[src/rtl/prog_clock_divider.sv]
// Programmable divider/tick generator: a divisor written through a shadow register takes effect only at a wrap or restart.
// All outputs are registered, so no input reaches an output combinationally; pause holds the whole count state.
module prog_clock_divider #(
  parameter int unsigned CNT_W       = 16,
  parameter int unsigned DIV_DEFAULT = 1000
) (
  input  logic             clk_i,
  input  logic             rst_n_i,
  input  logic             en_i,
  input  logic             clr_i,
  input  logic             div_we_i,
  input  logic [CNT_W-1:0] div_in_i,
  input  logic             mode_i,
  output logic             cout_o,
  output logic             tick_o,
  output logic [CNT_W-1:0] count_o,
  output logic [CNT_W-1:0] div_cur_o,
  output logic             div_err_o
);

  logic [CNT_W-1:0] count_q, count_d;
  logic [CNT_W-1:0] div_q, div_d;
  logic [CNT_W-1:0] shadow_q, shadow_d;
  logic             pend_q, pend_d;
  logic             tick_q, tick_d;
  logic             cout_q, cout_d;
  logic             err_q, err_d;

  logic             at_end;
  logic             wrap;
  logic             apply;
  logic             wr_ok;

  assign at_end = (count_q == div_q - CNT_W'(1));
  assign wrap   = en_i && !clr_i && at_end;
  assign apply  = clr_i || wrap;
  assign wr_ok  = div_we_i && (div_in_i >= CNT_W'(2));

  always_comb begin
    count_d  = count_q;
    div_d    = div_q;
    shadow_d = shadow_q;
    pend_d   = pend_q;
    tick_d   = tick_q;
    cout_d   = cout_q;
    err_d    = 1'b0;

    // Apply uses the shadow value from before this edge; a write on the same edge stays pending.
    if (apply) begin
      if (pend_q) begin
        div_d = shadow_q;
      end
      pend_d = 1'b0;
    end

    if (div_we_i) begin
      if (wr_ok) begin
        shadow_d = div_in_i;
        pend_d   = 1'b1;
      end else begin
        err_d = 1'b1;
      end
    end

    if (clr_i) begin
      count_d = '0;
      tick_d  = 1'b0;
      cout_d  = 1'b0;
    end else if (en_i) begin
      if (wrap) begin
        count_d = '0;
        tick_d  = 1'b1;
      end else begin
        count_d = count_q + CNT_W'(1);
        tick_d  = 1'b0;
      end
      cout_d = mode_i ? (count_d >= (div_d >> 1)) : tick_d;
    end
  end

  always_ff @(posedge clk_i or negedge rst_n_i) begin
    if (!rst_n_i) begin
      count_q  <= '0;
      div_q    <= CNT_W'(DIV_DEFAULT);
      shadow_q <= CNT_W'(DIV_DEFAULT);
      pend_q   <= 1'b0;
      tick_q   <= 1'b0;
      cout_q   <= 1'b0;
      err_q    <= 1'b0;
    end else begin
      count_q  <= count_d;
      div_q    <= div_d;
      shadow_q <= shadow_d;
      pend_q   <= pend_d;
      tick_q   <= tick_d;
      cout_q   <= cout_d;
      err_q    <= err_d;
    end
  end

  assign count_o   = count_q;
  assign div_cur_o = div_q;
  assign tick_o    = tick_q;
  assign cout_o    = cout_q;
  assign div_err_o = err_q;

endmodule

[config.mk]
export PLATFORM = sky130hd
export DESIGN_NAME = prog_clock_divider
export DESIGN_NICKNAME = d
export VERILOG_FILES = /design/src/rtl/prog_clock_divider.sv
export SDC_FILE = /design/constraint.sdc
export NUM_CORES = 1
export LEC_CHECK = 0
export ABC_AREA = 1
export CAP_MARGIN = 0
export CORE_MARGIN = 2
export CORE_UTILIZATION = 35
export CTS_CLUSTER_DIAMETER = 50
export DETAILED_ROUTE_END_ITERATION = 12
export GPL_TIMING_DRIVEN = 0
export HOLD_SLACK_MARGIN = 0.15
export REMOVE_ABC_BUFFERS = 1
export SLEW_MARGIN = 20
export SYNTH_ARGS = -nofsm -noshare
export SYNTH_HDL_FRONTEND = slang
export SYNTH_SLANG_ARGS = --single-unit
[constraint.sdc]
create_clock -name clk_i -period 3.8 [get_ports clk_i]
set_input_delay 1.14 -clock clk_i [delete_from_list [all_inputs] [get_ports clk_i]]
set_output_delay 1.14 -clock clk_i [all_outputs]
set_load 0.02 [all_outputs]
* Word level (Yosys, flattened, before mapping) *
Cells that the tools add are included.

cells by class
  reductions and logical operators = 8
  mux-type cells = 18
  magnitude comparators = 2
  equal/unequal tests = 1
  add/sub/neg operators = 2

operators by type and width
  operator               count
  $mux 16                7
  $add 16x1->16 const B  1
  $eq 16x16->1           1
  $ge 16x15->1           1
  $ge 16x2->1 const B    1
  $sub 16x1->16 const B  1
  $mux 1                 11
  $reduce_and 2->1       2
  $logic_and 1x1->1      3
  $reduce_bool 2->1      1
  $logic_not 1->1        1
  $logic_or 1x1->1       1

storage, ports and cells
  bits of input ports = 22
  register bits = 52

* Longest topological paths before layout *
  depth in word-level cells = 10
  depth in mapped cells = 34

* Least setup slack after synthesis *
OpenSTA, ideal clock, no wires.

  path kind = input-to-reg
  start point = in en_i
  end point = reg cout_q, in the netlist cout_o
  buffers on the path = 1
  arrival time = 3444 ps
  data required time = 3684 ps
  stages = 31
  setup time = 116 ps
  path slack = 240 ps
  cell sequence = inv_1 -> nor2_1 -> nand3_1 -> nor2_1 -> nand2_1 -> inv_1 -> nand2_1 -> nor3_4 -> nand3_4 -> nand2_4 -> nand2_4 -> buf_6 -> nor2_1 -> a21oi_1 -> ha_1 -> o21ai_0 -> nand2_1 -> nand2_1 -> nand2_1 -> nand2_1 -> nand2_1 -> nand2_1 -> nand2_1 -> nand2_1 -> nand2_1 -> nand2_1 -> nand2_1 -> nand2_1 -> nand2_1 -> nand2_1 -> nand2_1

on the way
  elaborated cells between the ends (all ways) = 13
  those cells by class = order compare (1); mux (8); reduce/logical (4)

RTL lines
  what                             line  text
  start, declared                  9     input logic en_i,
  $logic_and 1x1->1 (2 in series)  35    assign wrap = en_i && !clr_i && at_end;
  $logic_or 1x1->1                 36    assign apply = clr_i || wrap;
  $mux 16                          49    if (apply) begin
  named net div_d[1]               22    logic [CNT_W-1:0] div_q, div_d;
  $ge 16x15->1                     77    cout_d = mode_i ? (count_d >= (div_d >> 1)) : tick_d;
  $mux 1                           77
  $mux 1                           69    end else if (en_i) begin
  $mux 1                           65    if (clr_i) begin
  end signal, assigned             96    cout_q <= cout_d;
  end, declared                    26    logic cout_q, cout_d;

The timed path passes the listed nets, and every way through them passes these cells. The select of a mux whose other input is x is not followed.
A chain may end at the register's enable or synchronous reset.

* Worst setup path in the final report *
  start point = in clr_i
  end point = reg cout_q, in the netlist cout_o

on the way
  elaborated cells between the ends (all ways) = 14
  those cells by class = order compare (1); mux (8); reduce/logical (5)

RTL lines
  what                             line  text
  start, declared                  10    input logic clr_i,
  $logic_not 1->1                  35
  $logic_and 1x1->1 (2 in series)  35
  $logic_or 1x1->1 *               36
  $mux 16 *                        49
  named net div_d[1]               22
  $ge 16x15->1 *                   77
  $mux 1 *                         77
  $mux 1 *                         69
  $mux 1 *                         65

Mark *: on every way through the listed nets, which the timed path passes. The rest lies on a longest branch. The select of a mux whose other input is x is not followed.

==> results by group <==
Outcome
  • Status: finished clean

Setup path
  • Startpoint types: input pin
  • Crit end category: flop
  • Crit Path Max Fanout: 6
  • Crit path kind: in2reg
  • Slowest CP cell: ha_1
  • Largest stage delay on the critical path: 0.29 ns
  • CP dominant cell by count: nand2_1
  • Worst EP required: 4.00 ns
  • Crit path DAT: 3.77 ns

Route
  • DRC viols: 0
  • Routed WL: 9.60 mm
  • DR iter-0 viols: 226
  • DR vias: 3306
  • Antenna-violating nets left: 0
  • Routed length per instance: 13.7 um
  • Via density: 4.73
  • DRT Pass-1 Iters: 4

Floorplan
  • Die width: 106 um
  • I/O pin count: 57
  • Initial Util: 35.6%
  • Die height: 106 um
  • Row count: 37
  • Total die area: 11200 um^2
  • Core Area: 10200 um^2

Logic synthesis
  • Seq/Total Area, Yosys: 36.3%
  • Synth Flop Type: dfrtp_1
  • Ys Warns: 0
  • Largest cells by area after synthesis: dfrtp_1 (28%), nand2_1 (12%), dfstp_2 (8.7%), inv_1 (7.4%), ha_1 (5.9%)
  • Synthesized cell area: 3620 um^2
  • Dominant cell type by area after synthesis: dfrtp_1
  • Post-synth ARST share: 100%
  • Synth top area share: 27.6%
  • Synth unique cells: 35
  • Post-Syn Instances: 493
  • EDFF count, synth: 0
  • Syn avg cell area: 7.35 um^2
  • Synth Register Bits: 52

Place
  • Port bufs: 56
  • GP Congestion: 0.915
  • Detailed placement HPWL: 7.11 mm

Timing
  • RSZ-0062 raised after global routing: true
  • Final Skew: 0.00936 ns
  • Final period utilization: 93.8%
  • Max frequency: 0.281 GHz
  • Finish-stage setup viols: 0
  • Slew @ Worst Pin: 0.972 ns
  • Tmin final: 3.56 ns
  • Final hold violation count: 0
  • Setup TNS: 0 ns
  • Fin. max-slew vios: 0
  • Rel. slew slack: 35.1%

Global route
  • Overall routing resource usage: 18.0%
  • Largest net degree at the start of global routing: 53
  • Initial antenna violation count: 0
  • First-pass GRT wire length: 15.9 mm
  • Total gr overflow: 0
  • Number of global-route vias before repair: 3242

Clock network
  • Hold buffer count at cts: 0
  • TritonCTS clock tree: yes
  • Num CTS Buffers: 5
  • H-Tree Depth: 2
  • Num Clock Sinks: 52
  • Clock slew at reported path FFs: 0.09 ns
  • Worst skew pair latency: 0.31 ns
  • Clock root buffer: clkbuf_8
  • Clk buf depth: 2

Final layout
  • Area grow syn2layout: 27.7%
  • Nets: 601
  • Fraction of layout cells with a size suffix above 1: 19.9%
  • Final Util: 45.4%
  • Diodes inserted: 0

Flow run
  • Max-cap viol count: 0

Pwr
  • Cell leakage power: 2.27 nW
  • Worst vdd ir: 144 uV
  • Pwr/cell area: 326 nW/um^2

Hold path
  • Min-Delay Path Class: reg2reg
-- registers in the layout, indices dropped and copies added (netlist names) --
register and count:
count_o 16, div_cur_o 16, shadow_q 16, cout_o 1, div_err_o 1, pend_q 1, tick_o 1
-- critical path, delay by kind of cell --
family / cells / cell delay, ns
adders and majority gates: 1 / 0.29
and+or+nand+nor: 25 / 1.98
AOI/OAI and AO/OA: 2 / 0.17
buffers and inverters: 2 / 0.17
-- timing repair --
action | CTS | global route
endpoints found under the hold margin | 0 | 0
setup endpoints to repair | 1 | 1
buffers inserted | 10 | 2
gates resized for setup | 20 | 18
pin swaps | 9 | 19
cloned | 2 | 0
-- power by group --
| part | internal, W | switching (W) |
|---|---|---|
| Combinational | 0.000200 | 0.000290 |
| Sequential | 0.000610 | 0.0000652 |
| Clock | 0.000150 | 0.000194 |
| Total | 0.000960 | 0.000550 |
-- final cells by class --
class / instances / area, um^2
flip-flops and latches: 52 / 1320
multi-input cells: 346 / 2050
well taps: 136 / 170
clock inverters: 2 / 13.8
repair buffers: 68 / 654
clock buffers: 6 / 82.6
inverters: 89 / 338
fillers: 1075 / 5560
-- cells in the final DEF, fill, tap and decap left out, drive strengths merged --
| cell type | synthesis | routed |
|---|---|---|
| nor3 | 8 | 8 |
| and2 | 2 | 2 |
| dfstp | 12 | 12 |
| clkinv | 0 | 1 |
| and3 | 1 | 1 |
| o22ai | 6 | 6 |
| xor2 | 23 | 23 |
| nor2 | 65 | 65 |
| clkdlybuf4s50 | 0 | 53 |
| mux2 | 2 | 2 |
| nand3b | 3 | 3 |
| ha | 17 | 17 |
| nor4 | 3 | 3 |
| or2 | 2 | 2 |
| clkbuf | 2 | 6 |
| nand2 | 125 | 127 |
| buf | 6 | 15 |
| dfrtp | 40 | 40 |
| nand3 | 26 | 26 |
| inv | 89 | 89 |
| a21oi | 23 | 23 |
| clkinvlp | 0 | 1 |
| xnor2 | 2 | 2 |
| o31ai | 1 | 1 |
| o21ai | 27 | 27 |
| nand4 | 7 | 7 |
| a211oi | 1 | 1 |
-- final timing paths --
path | start | end | slack (ns) | cells after the start
setup / recovery | clr_i | cout_o | 0.24 | 30
hold / removal | cout_o | cout_o | 0.49 | 2
setup reg to reg | div_cur_o[0] | cout_o | 0.35 | 30
hold reg to reg | cout_o | cout_o | 0.49 | 2
max in group asynchronous | rst_n_i | count_o[13] | 2.49 | 1
min in group asynchronous | rst_n_i | shadow_q[1] | 0.85 | 1
-- through the flow --
step	instances	setup WS (ns)	hold slack [ns]	total power, W	cell area, um^2
3_5_place_dp	677	-1.54	0.466	0.00114	4300
4_1_cts	697	0.0119	0.489	0.00151	4550
6_report	699	0.236	0.486	0.00151	4620
2_1_floorplan	485	-0.145	0.473	0.000962	3570
3_3_place_gp	677	-1.47	0.468	0.00113	4300
5_1_grt	699	-0.0117	0.523	0.00160	4620
-- synthesized netlist by cell type (all sizes together) (6+ instances only) --
| cell type | instances |
|---|---|
| dfrtp | 40 |
| inv | 89 |
| buf | 6 |
| nand3 | 26 |
| xor2 | 23 |
| o22ai | 6 |
| ha | 17 |
| nor2 | 65 |
| nand2 | 125 |
| o21ai | 27 |
| dfstp | 12 |
| nand4 | 7 |
| a21oi | 23 |
| nor3 | 8 |
-- logic make-up (layout without fill, tap and decap cells) --
group	Yosys count	in the layout	synth area share, %
AOI/OAI and AO/OA	58	58	9.81
xor gates and xnor gates	25	25	6.04
adders and majority gates	17	17	5.87
buffers and inverters	97	165	10.7
DFF	52	52	36.3
muxes	2	2	0.622
and+or+nand+nor	242	244	30.6
-- per-layer routing --
metal	vias up	global-route usage, %	wire length, um
met3	14	1.73	331
met4	0	6.48	217
li1	1685	-	-
met1	1539	22.1	4160
met5	-	0	0
met2	68	32.8	4890
(Power assumes the default switching activity.)
